$ cat config.mk
export PLATFORM = sky130hd
export DESIGN_NAME = instr_fetch
export DESIGN_NICKNAME = d
export VERILOG_FILES = /design/src/rtl/instr_fetch.sv
export SDC_FILE = /design/constraint.sdc
export NUM_CORES = 1
export LEC_CHECK = 0
export ABC_AREA = 0
export CAP_MARGIN = 20
export CORE_MARGIN = 5
export CORE_UTILIZATION = 49
export CTS_BUF_LIST = sky130_fd_sc_hd__clkbuf_2 sky130_fd_sc_hd__clkbuf_4 sky130_fd_sc_hd__clkbuf_8
export DETAILED_ROUTE_END_ITERATION = 12
export PLACE_DENSITY_LB_ADDON = 0.3
export SLEW_MARGIN = 25
export SYNTH_ARGS = -nofsm -noshare
export SYNTH_HDL_FRONTEND = slang
export SYNTH_SLANG_ARGS = --single-unit
$ cat constraint.sdc
create_clock -name clk -period 4 [get_ports clk]
set_clock_uncertainty 0.2 [all_clocks]
set_input_delay 0.4 -clock clk [delete_from_list [all_inputs] [get_ports clk]]
set_output_delay 0.4 -clock clk [all_outputs]
set_load 0.02 [all_outputs]
$ cat src/rtl/instr_fetch.sv
// Fetch stage: owns the PC, issues word reads to instruction memory and hands {instr, instr_pc} to decode.
// Response to instr_valid is one cycle; a redirect flushes the output FIFO and drops stale in-flight words.
module instr_fetch #(
  parameter logic [31:0] RESET_PC = 32'h0000_0000,
  parameter int          DEPTH    = 2
) (
  input  logic        clk,
  input  logic        rst_n,
  output logic        imem_req,
  output logic [31:0] imem_addr,
  input  logic        imem_gnt,
  input  logic        imem_rvalid,
  input  logic [31:0] imem_rdata,
  input  logic        redirect,
  input  logic [31:0] redirect_pc,
  output logic        instr_valid,
  input  logic        instr_ready,
  output logic [31:0] instr,
  output logic [31:0] instr_pc
);

  localparam int          AW      = (DEPTH > 1) ? $clog2(DEPTH) : 1;
  localparam int          CW      = $clog2(DEPTH + 1);
  localparam logic [CW:0] CREDITS = (CW + 1)'(DEPTH);

  logic [31:0]   fetch_pc_q, fetch_pc_d;
  logic [CW-1:0] outst_q, outst_d;
  logic [CW-1:0] drop_q, drop_d;
  logic [CW-1:0] fifo_cnt_q, fifo_cnt_d;
  logic [AW-1:0] pcq_wr_q, pcq_wr_d, pcq_rd_q, pcq_rd_d;
  logic [AW-1:0] fifo_wr_q, fifo_wr_d, fifo_rd_q, fifo_rd_d;

  logic [31:0]   pcq_q        [DEPTH];
  logic [31:0]   fifo_instr_q [DEPTH];
  logic [31:0]   fifo_pc_q    [DEPTH];

  logic [CW:0]   inuse;
  logic          credit_ok;
  logic          issue_hs;
  logic          rsp_keep;
  logic          deq;
  logic          unused_redirect_lsb;

  assign unused_redirect_lsb = ^redirect_pc[1:0];

  // Dropped responses still hold their credit, so in-flight plus buffered never exceeds DEPTH.
  assign inuse     = {1'b0, outst_q} + {1'b0, fifo_cnt_q};
  assign credit_ok = (inuse < CREDITS);
  assign imem_req  = rst_n & credit_ok & ~redirect;
  assign imem_addr = fetch_pc_q;
  assign issue_hs  = imem_req & imem_gnt;
  assign rsp_keep  = imem_rvalid & ~redirect & (drop_q == '0);

  assign instr_valid = (fifo_cnt_q != '0);
  assign instr       = fifo_instr_q[fifo_rd_q];
  assign instr_pc    = fifo_pc_q[fifo_rd_q];
  assign deq         = instr_valid & instr_ready;

  always_comb begin
    fetch_pc_d = fetch_pc_q;
    drop_d     = drop_q;
    fifo_cnt_d = fifo_cnt_q;
    fifo_wr_d  = fifo_wr_q;
    fifo_rd_d  = fifo_rd_q;
    outst_d    = outst_q + CW'(issue_hs) - CW'(imem_rvalid);
    pcq_wr_d   = pcq_wr_q + AW'(issue_hs);
    pcq_rd_d   = pcq_rd_q + AW'(imem_rvalid);

    if (redirect) begin
      fetch_pc_d = {redirect_pc[31:2], 2'b00};
      drop_d     = outst_d;
      fifo_cnt_d = '0;
      fifo_wr_d  = '0;
      fifo_rd_d  = '0;
    end else begin
      if (issue_hs) begin
        fetch_pc_d = fetch_pc_q + 32'd4;
      end
      if (imem_rvalid && (drop_q != '0)) begin
        drop_d = drop_q - CW'(1);
      end
      fifo_cnt_d = fifo_cnt_q + CW'(rsp_keep) - CW'(deq);
      fifo_wr_d  = fifo_wr_q + AW'(rsp_keep);
      fifo_rd_d  = fifo_rd_q + AW'(deq);
    end
  end

  always_ff @(posedge clk or negedge rst_n) begin
    if (!rst_n) begin
      fetch_pc_q <= RESET_PC;
      outst_q    <= '0;
      drop_q     <= '0;
      fifo_cnt_q <= '0;
      pcq_wr_q   <= '0;
      pcq_rd_q   <= '0;
      fifo_wr_q  <= '0;
      fifo_rd_q  <= '0;
    end else begin
      fetch_pc_q <= fetch_pc_d;
      outst_q    <= outst_d;
      drop_q     <= drop_d;
      fifo_cnt_q <= fifo_cnt_d;
      pcq_wr_q   <= pcq_wr_d;
      pcq_rd_q   <= pcq_rd_d;
      fifo_wr_q  <= fifo_wr_d;
      fifo_rd_q  <= fifo_rd_d;
    end
  end

  // The PC queue runs in lockstep with responses, including dropped ones, so its order never needs repair.
  always_ff @(posedge clk or negedge rst_n) begin
    if (!rst_n) begin
      for (int i = 0; i < DEPTH; i++) begin
        pcq_q[i]        <= '0;
        fifo_instr_q[i] <= '0;
        fifo_pc_q[i]    <= '0;
      end
    end else begin
      if (issue_hs) begin
        pcq_q[pcq_wr_q] <= fetch_pc_q;
      end
      if (rsp_keep) begin
        fifo_instr_q[fifo_wr_q] <= imem_rdata;
        fifo_pc_q[fifo_wr_q]    <= pcq_q[pcq_rd_q];
      end
    end
  end

endmodule

==> results list, run 1 <==
* Clock root buffer: sky130_fd_sc_hd__clkbuf_8
* Slew of the pin with the lowest slew margin: ~1000 ps
- Traced cell by cell, the critical path runs through and2_1 > fa_1 > nor4bb_2 > buf_4 > nand2_1 > inv_1 > ha_1 > buf_12 > mux2_2.
* Inserted Clock Buffers: 39
- Total standard cell area after synthesis: 10,100 um2
- Worst rel slew slack: between 30% and 40%
- Crit path capture type: flip-flop
* Async S/R FF share, synth: between 90% and 100%
- Counting instances in the post-synthesis netlist gives the leading cell types as 224 x sky130_fd_sc_hd__dfrtp_1, 187 x sky130_fd_sc_hd__mux2_2, 84 x sky130_fd_sc_hd__nor2_1.
* Power density normalized to cell area: between 700 and 800 nW/um2
- Synth top area cells: sky130_fd_sc_hd__dfrtp_1 55%, sky130_fd_sc_hd__mux2_2 21%, sky130_fd_sc_hd__nor2_1 3.1%, sky130_fd_sc_hd__mux2i_1 3.1%, sky130_fd_sc_hd__a21oi_1 3.0%
- The final critical path takes up ~80% of the cycle.
- 168 I/O pins were placed.
- I/O Buffers: approximately 160
- The count of nets left with antenna violations once routing finished came out at 0.
- Max_cap viols: 0
- Synth Instances: approximately 830
- Most frequently used cell type in the post-synthesis netlist: sky130_fd_sc_hd__dfrtp_1
* Remaining global-route overflow: 0
- Clock-pin slew was measured on the worst setup and hold paths at 60 ps.
- Summing all placed instances gives a cell area of about 12,000 um2.
- Setup repair after global routing missed its margin: no
* Timing-limited maximum frequency: 309 MHz
- The first global-routing pass estimated ~39,000 um of wire.
- Result of the run: completed
- Global Route Usage Sum: 19.7%
- Effective utilization at floorplan: ~50%
- NumNets Final: 1,078
- Counting flops and latches in the post-synthesis netlist gives roughly 220.
* Maximum number of buffers from clock root to sink: 3
- Post-CTS repair changed the size of 0 cells.
- The first routing iteration left approximately 320 violations.
- The H-tree was split into 2 levels.
- Number of antenna violations at the first check in global routing: 0
- The synthesized design contains 0 enable-type register cells.
- Static leakage: between 5 and 6 nW
* Largest net degree at the start of global routing: 80
* Clock latency of the later-clocked register in the worst-skew pair: 530 ps
- After detailed routing, the number of remaining DRC violations is 0.
- The design draws just under 10 mW.
- Max Fanout on Critical Path: 22
* Start-to-end type of the worst setup path: flip-flop to flip-flop
- Critical path launch point type: flip-flop
- Dpl ws: between 700 and 800 ps
* Time the worst path needs with I/O delays and setup: 3230 ps
- Dominant register cell in the synthesized netlist: sky130_fd_sc_hd__dfrtp_1
- Floorplan die area: roughly 24,000 um2
* Worst vdd rail ir drop: roughly 0.4 mV
- Syn_area_per_cell: roughly 12 um2
- At the worst endpoint, the required time is roughly 4200 ps.
* Class of the most critical hold timing path: input port to async pin
- Of the cells placed in the final design, the portion with a size suffix greater than 1 is between 20 and 30%.
- Measured along the x axis, the die boundary spans roughly 150 um.
* Antenna fix cells: 0
* Clock Sinks: between 200 and 250
- The wire-length estimate of the detail-placed layout is between 15,000 and 20,000 um.
- The largest single stage delay on the critical path is about 500 ps.
* Final cell area excluding filler cells: 12,900 um2
- For the worst setup path, the data arrival time is 3430 ps.
- Relative to the synthesized area, the layout overhead comes to 27.5%.
- Final number of setup-violating endpoints: 0
* Core Area: ~20,000 um2
- Final hold violation count: 0
- Setup_tns: 0 ps
- Dominant cell type by area after synthesis: sky130_fd_sc_hd__dfrtp_1
- The synthesized design devotes to its leading area cell type a little under three fifths of total area.
- Number of global-route vias before repair: about 7k
- Post-detailed-route wirelength per cell: around 18 um
- After detailed routing, the total wire length is roughly 23,000 um.
* Count of distinct cell types in the synthesized netlist: 42
- CTS tree: built
* Gpl congestion: approximately 0.75
- Measured along the y axis, the die boundary spans 154 um.
- Total number of yosys warnings: 0
- On the critical path, the stage with the largest delay is an instance of sky130_fd_sc_hd__ha_1.
* Max-slew violation count: 0
- Router iterations before antenna repair: 5
- FP Rows: 52
- Dividing the detail-routed via count by the number of cells gives 5.41.
- Detailed routing inserted a total of between 6k and 7k vias.
* Sequential-to-total area share from yosys stat: 55.4%
- Setup slack on the critical path of the routed design comes to between 700 and 800 ps.
## through the flow
| stage | util, % | instances | hold WS (ps) |
|---|---|---|---|
| 3_5_place_dp | 59.3 | 1225 | 29.9 |
| 6_report | 63.5 | 1292 | 124 |
| 3_3_place_gp | 59.3 | 1225 | 29.0 |
| 4_1_cts | 63.5 | 1292 | 87.7 |
| 5_1_grt | 63.5 | 1292 | 119 |
| 2_1_floorplan | - | 837 | -95.6 |
## layer usage
metal  global-route usage (%)  vias up  wire length (um)
met3                     4.44       30              1500
met1                     28.0     3465             10500
met4                     5.21        0               338
li1                         -     3279                 -
met2                     31.0      211             10900
met5                        0        -                 0
## critical path: cells and delay by family (launching register included)
kind                     cells  cell delay, ps
flip-flops                   1             370
buffers and inverters        3             600
adder cells (fa/ha/maj)      2             990
AND/OR/NAND/NOR              3             600
multiplexers                 1             360
## path summary, 6_finish.rpt
path                                       start  depth (start not counted)          endpoint  slack [ps]
worst max-delay path                  outst_q[0]                          9         pcq_q[39]         770
worst min register to register  fifo_instr_q[19]                          1  fifo_instr_q[19]         300
worst max register to register        outst_q[0]                          9         pcq_q[39]         770
min in group clk                 redirect_pc[13]                          3     imem_addr[13]         230
max in group asynchronous                  rst_n                          4     fifo_pc_q[53]        1790
worst min-delay path                       rst_n                          2          pcq_q[3]         120
## state kept, by name, summed over array words and instances (netlist names)
| register | count |
|---|---|
| fifo_rd_q | 1 |
| imem_addr | 30 |
| pcq_wr_q | 1 |
| fifo_wr_q | 1 |
| pcq_rd_q | 1 |
| outst_q | 2 |
| fifo_cnt_q | 2 |
| fifo_pc_q | 60 |
| drop_q | 2 |
| pcq_q | 60 |
| fifo_instr_q | 64 |
## cell usage in the layout (no fill, tap or decap), drive strengths merged, types with 5 or more instances in the layout
cell	n
a21oi	61
a31oi	16
and2	8
and4	5
buf	14
clkbuf	65
clkdlybuf4s50	160
dfrtp	224
ha	10
inv	14
mux2	187
mux2i	31
nand2	25
nand3	9
nand4	17
nor2	84
o21ai	20
o31ai	10
or3	8
or4	10
xnor2	9
xor2	7
## area by class of cell
class | count | area (um2)
Clock buffer | 65 | 832
Clock inverter | 1 | 5.00
Fill cell | 1654 | 7400
Inverter | 14 | 52.6
Multi-Input combinational cell | 543 | 4270
Sequential cell | 224 | 5610
Tap cell | 270 | 338
Timing Repair Buffer | 175 | 1790
## cell families (layout without fill, tap and decap cells)
| family | Yosys count | count (layout) | synth area share, % |
|---|---|---|---|
| compound gates | 111 | 111 | 6.09 |
| xor+xnor | 16 | 16 | 1.39 |
| fa+ha+maj | 11 | 11 | 1.43 |
| buf+inv | 70 | 255 | 2.80 |
| flops | 224 | 224 | 55.4 |
| mux | 218 | 218 | 23.9 |
| other cells | 1 | 4 | 0.0371 |
| simple gates | 183 | 183 | 8.97 |
## power breakdown
group	switching (mW)	leakage, nW	internal (mW)
Combinational	1.70	2.35	2.06
Clock	0.890	0.445	1.30
Sequential	0.605	2.75	3.19
Total	3.20	5.54	6.55
## repair_timing
item	in CTS	in global routing
hold endpoints to repair	13	0
buffers inserted	0	0
hold buffers	1	0
Note: power is estimated with default switching activity, not from simulation.
==> run 2: changes to the inputs <==
Clock period 4 ns to 2.6 ns, I/O delays scaled along.
==> results list, run 2 (same netlist as run 1, synthesis figures left out) <==
- Setup repair after global routing missed its margin: yes (was no)
- The critical path capture point type was a flip-flop (unchanged).
- Cells on worst reg2reg path: 12 (was 9)
- Remaining global-route overflow: 0 (unchanged)
- Wire length of the first global-routing pass: 40,000 um (was 38,600 um)
- Boundary pin count: 168 (unchanged)
* Max Fanout on Critical Path: 5 (was 22)
- Floorplan die area: 23,600 um2 (unchanged)
- The final count of negative-setup-slack endpoints is 50 (was 0).
- The clock period minus worst slack was 2660 ps (was 3230 ps).
- Final Util: 66.4% (was 63.5%)
- The number of flip-flops in the largest register came to 64 (unchanged).
- The die extent in x was 154 um (unchanged).
* CP dominant cell by count: sky130_fd_sc_hd__ha_4
* Number of global-route vias before repair: 7,621 (was 7,177)
* Number of antenna violations at the first check in global routing: 0 (unchanged)
* Placed cell count: 1,258 (was 1,225)
* Post-Layout Cell Count: 1,341 (was 1,292)
* Origin of the worst min-delay path: redirect_pc[17]
- End of the worst hold path: imem_addr[17]
- Largest register by flop count: fifo_instr_q (unchanged)
- The final antenna diode count came to 0 (unchanged).
* Core Area: 20,300 um2 (unchanged)
* Commonest non-fill, non-tap cell in the layout: sky130_fd_sc_hd__dfrtp_1 (unchanged)
* Max_cap viols: 0 (unchanged)
- Result of the run: finished, violations left (was completed)
* Worst vdd rail ir drop: 0.457 mV (was 0.403 mV)
* Critical path launch point type: flip-flop (unchanged)
- Power density normalized to cell area: 1110 nW/um2 (was 756 nW/um2)
* Post-detailed-route wirelength per cell: 18.3 um (was 18.1 um)
- The end of the worst register-to-register path is drop_q[1] (was pcq_q[39]).
- The slowest cell on the critical path is sky130_fd_sc_hd__fa_2 (was sky130_fd_sc_hd__ha_1).
- The area of all placed cells without fillers was 13,500 um2 (was 12,900 um2).
* CTS tree: built (unchanged)
- Clock Sinks: 224 (unchanged)
- The setup TNS after final layout is -1570 ps (was 0 ps).
- The starting utilization of the core area was 49.8% (unchanged).
- FP Rows: 52 (unchanged)
- Clock latency of the later-clocked register in the worst-skew pair: 540 ps (was 530 ps)
* Overall via count from detail_route: 7,167 (was 6,985)
- The root buffer cell is sky130_fd_sc_hd__clkbuf_8 (unchanged).
- The detailed-placement wirelength estimate came to 16,100 um (was 15,400 um).
* Final hold violation count: 0 (unchanged)
* Worst rel slew slack: 50.2% (was 33.5%)
- Registers with the most flip-flops: fifo_instr_q (64), fifo_pc_q (60), pcq_q (60) (unchanged)
- The number of optimization iterations in the first detailed-route pass is 6 (was 5).
- The initial detailed-routing violation count came to 365 (was 318).
* Timing-limited maximum frequency: 376 MHz (was 309 MHz)
- The count of buffer and inverter cells on the critical path was 2 (was 3).
- The pin count of the biggest net entering global routing was 127 (was 80).
* Area grow syn2layout: 33.2% (was 27.5%)
- I/O Buffers: 161 (unchanged)
* Violated checks: setup timing
* Cells on Worst Hold Path: 3
- The data arrival time of the critical path was 2910 ps (was 3430 ps).
- Slew of the pin with the lowest slew margin: 747 ps (was 997 ps)
- The CTS H-tree depth is 2 (unchanged).
- Static leakage: 5.95 nW (was 5.54 nW)
- Total wire length after detailed routing: 24,600 um (was 23,300 um)
* Maximum number of buffers from clock root to sink: 3 (unchanged)
- The net count of the finished layout is 1,127 (was 1,078).
- The critical path data required time is 2850 ps (was 4200 ps).
- Fraction of the cycle the final worst path needs: 102% (was 80.9%)
- The ratio of cells with drive above 1 in the final layout is 31.7% (was 27.1%).
- Final worst-path setup slack: -60.3 ps (was 766 ps)
- Final Hold Slack: 92.8 ps (was 124 ps)
- Global Route Usage Sum: 20.5% (was 19.7%)
- Gpl congestion: 0.805 (was 0.751)
- Clock-pin slew on the worst setup and hold paths: 60 ps (about the same)
- Residual DRC: 0 (unchanged)
- Max-slew violation count: 0 (unchanged)
- The height of the die is 154 um (unchanged).
- The type of the worst min-delay path is input port to flip-flop (was input port to async pin).
- The gate family responsible for the most delay along the worst path is adder cells (unchanged).
- The post-detailed-placement cell area came to 12,400 um2 (was 12,000 um2).
- Cell breakdown of the critical path: and2_4 > fa_2 > nor4bb_2 > buf_4 > nand2_4 > ha_4 > inv_2 > ha_4 > xnor2_2 > xnor2_1 > nand2_1 > o21ai_1 (was and2_1 > fa_1 > nor4bb_2 > buf_4 > nand2_1 > inv_1 > ha_1 > buf_12 > mux2_2)
* Start-to-end type of the worst setup path: flip-flop to flip-flop (unchanged)
- Register-to-Register Setup Slack: -60 ps (was 770 ps)
- Final ANT Viol Nets: 0 (unchanged)
- The worst flop-to-flop path startpoint was fifo_cnt_q[0] (was outst_q[0]).
* Highest cell delay on the worst timing path: 440 ps (was 500 ps)
* Inserted Clock Buffers: 39 (unchanged)
* Most frequent cells in the layout: 222 x sky130_fd_sc_hd__dfrtp_1, 187 x sky130_fd_sc_hd__mux2_2, 103 x sky130_fd_sc_hd__clkdlybuf4s50_1 (was 222 x sky130_fd_sc_hd__dfrtp_1, 187 x sky130_fd_sc_hd__mux2_2, 160 x sky130_fd_sc_hd__clkdlybuf4s50_1)
- The via count normalized by instance count came to 5.34 (was 5.41).
==> run 2: routing by layer <==
| metal | GRT usage [%] | vias up | part of all wire [%] |
|---|---|---|---|
| li1 | - | 3402 | - |
| met1 | 29.1 | 3531 | 46 |
| met2 | 32.5 | 199 | 47 |
| met3 | 3.93 | 35 | 5.1 |
| met4 | 5.59 | 0 | 2.0 |
| met5 | 0 | - | 0 |
==> run 2: tightest hold or removal path: stages <==
cell	delay [ps]
sky130_fd_sc_hd__clkdlybuf4s50_1	400
sky130_fd_sc_hd__nor2_1	80
sky130_fd_sc_hd__a31oi_1	40
==> run 2: metrics by stage <==
step	power (mW)	setup WS, ps
floorplan	9.41	-68.4
global placement	11.7	-89.1
detailed placement	11.9	-147
CTS	15.0	-80.0
global route	15.9	-152
finish	15.0	-60.3
==> run 2: layout make-up <==
cell class	instances	area, um2
clock buffers	61	758
clock inverters	5	56.3
fillers	1615	6830
inverters	14	52.6
multi-input cells	543	4370
flip-flops and latches	224	5610
well taps	270	338
repair buffers	224	2290
==> run 2: power breakdown <==
group | switching (mW) | total (mW) | internal, mW
combinational | 2.82 | 5.87 | 3.06
sequential | 0.853 | 5.76 | 4.91
clock | 1.39 | 3.33 | 1.95
total | 5.06 | 15.0 | 9.91
==> run 2: repair_timing <==
action | in CTS | in global routing
cloned | 1 | 6
pin swaps | 5 | 2
endpoints found under the hold margin | 224 | 0
endpoints found under the setup margin | 129 | 85
buffers inserted | 5 | 3
hold buffers | 2 | 0
gates resized for setup | 68 | 12
==> run 2: worst max-delay path by stage <==
stage | from | to | slack (ps) | depth (start not counted)
finish | fifo_cnt_q[0] | drop_q[1] | -60 | 12
global route | fifo_cnt_q[0] | drop_q[1] | -150 | 12
CTS | fifo_cnt_q[0] | drop_q[1] | -80 | 12
detailed placement | outst_q[0] | drop_q[1] | -150 | 12
global placement | fifo_cnt_q[0] | imem_addr[27] | -90 | 6
floorplan | outst_q[0] | drop_q[1] | -70 | 12
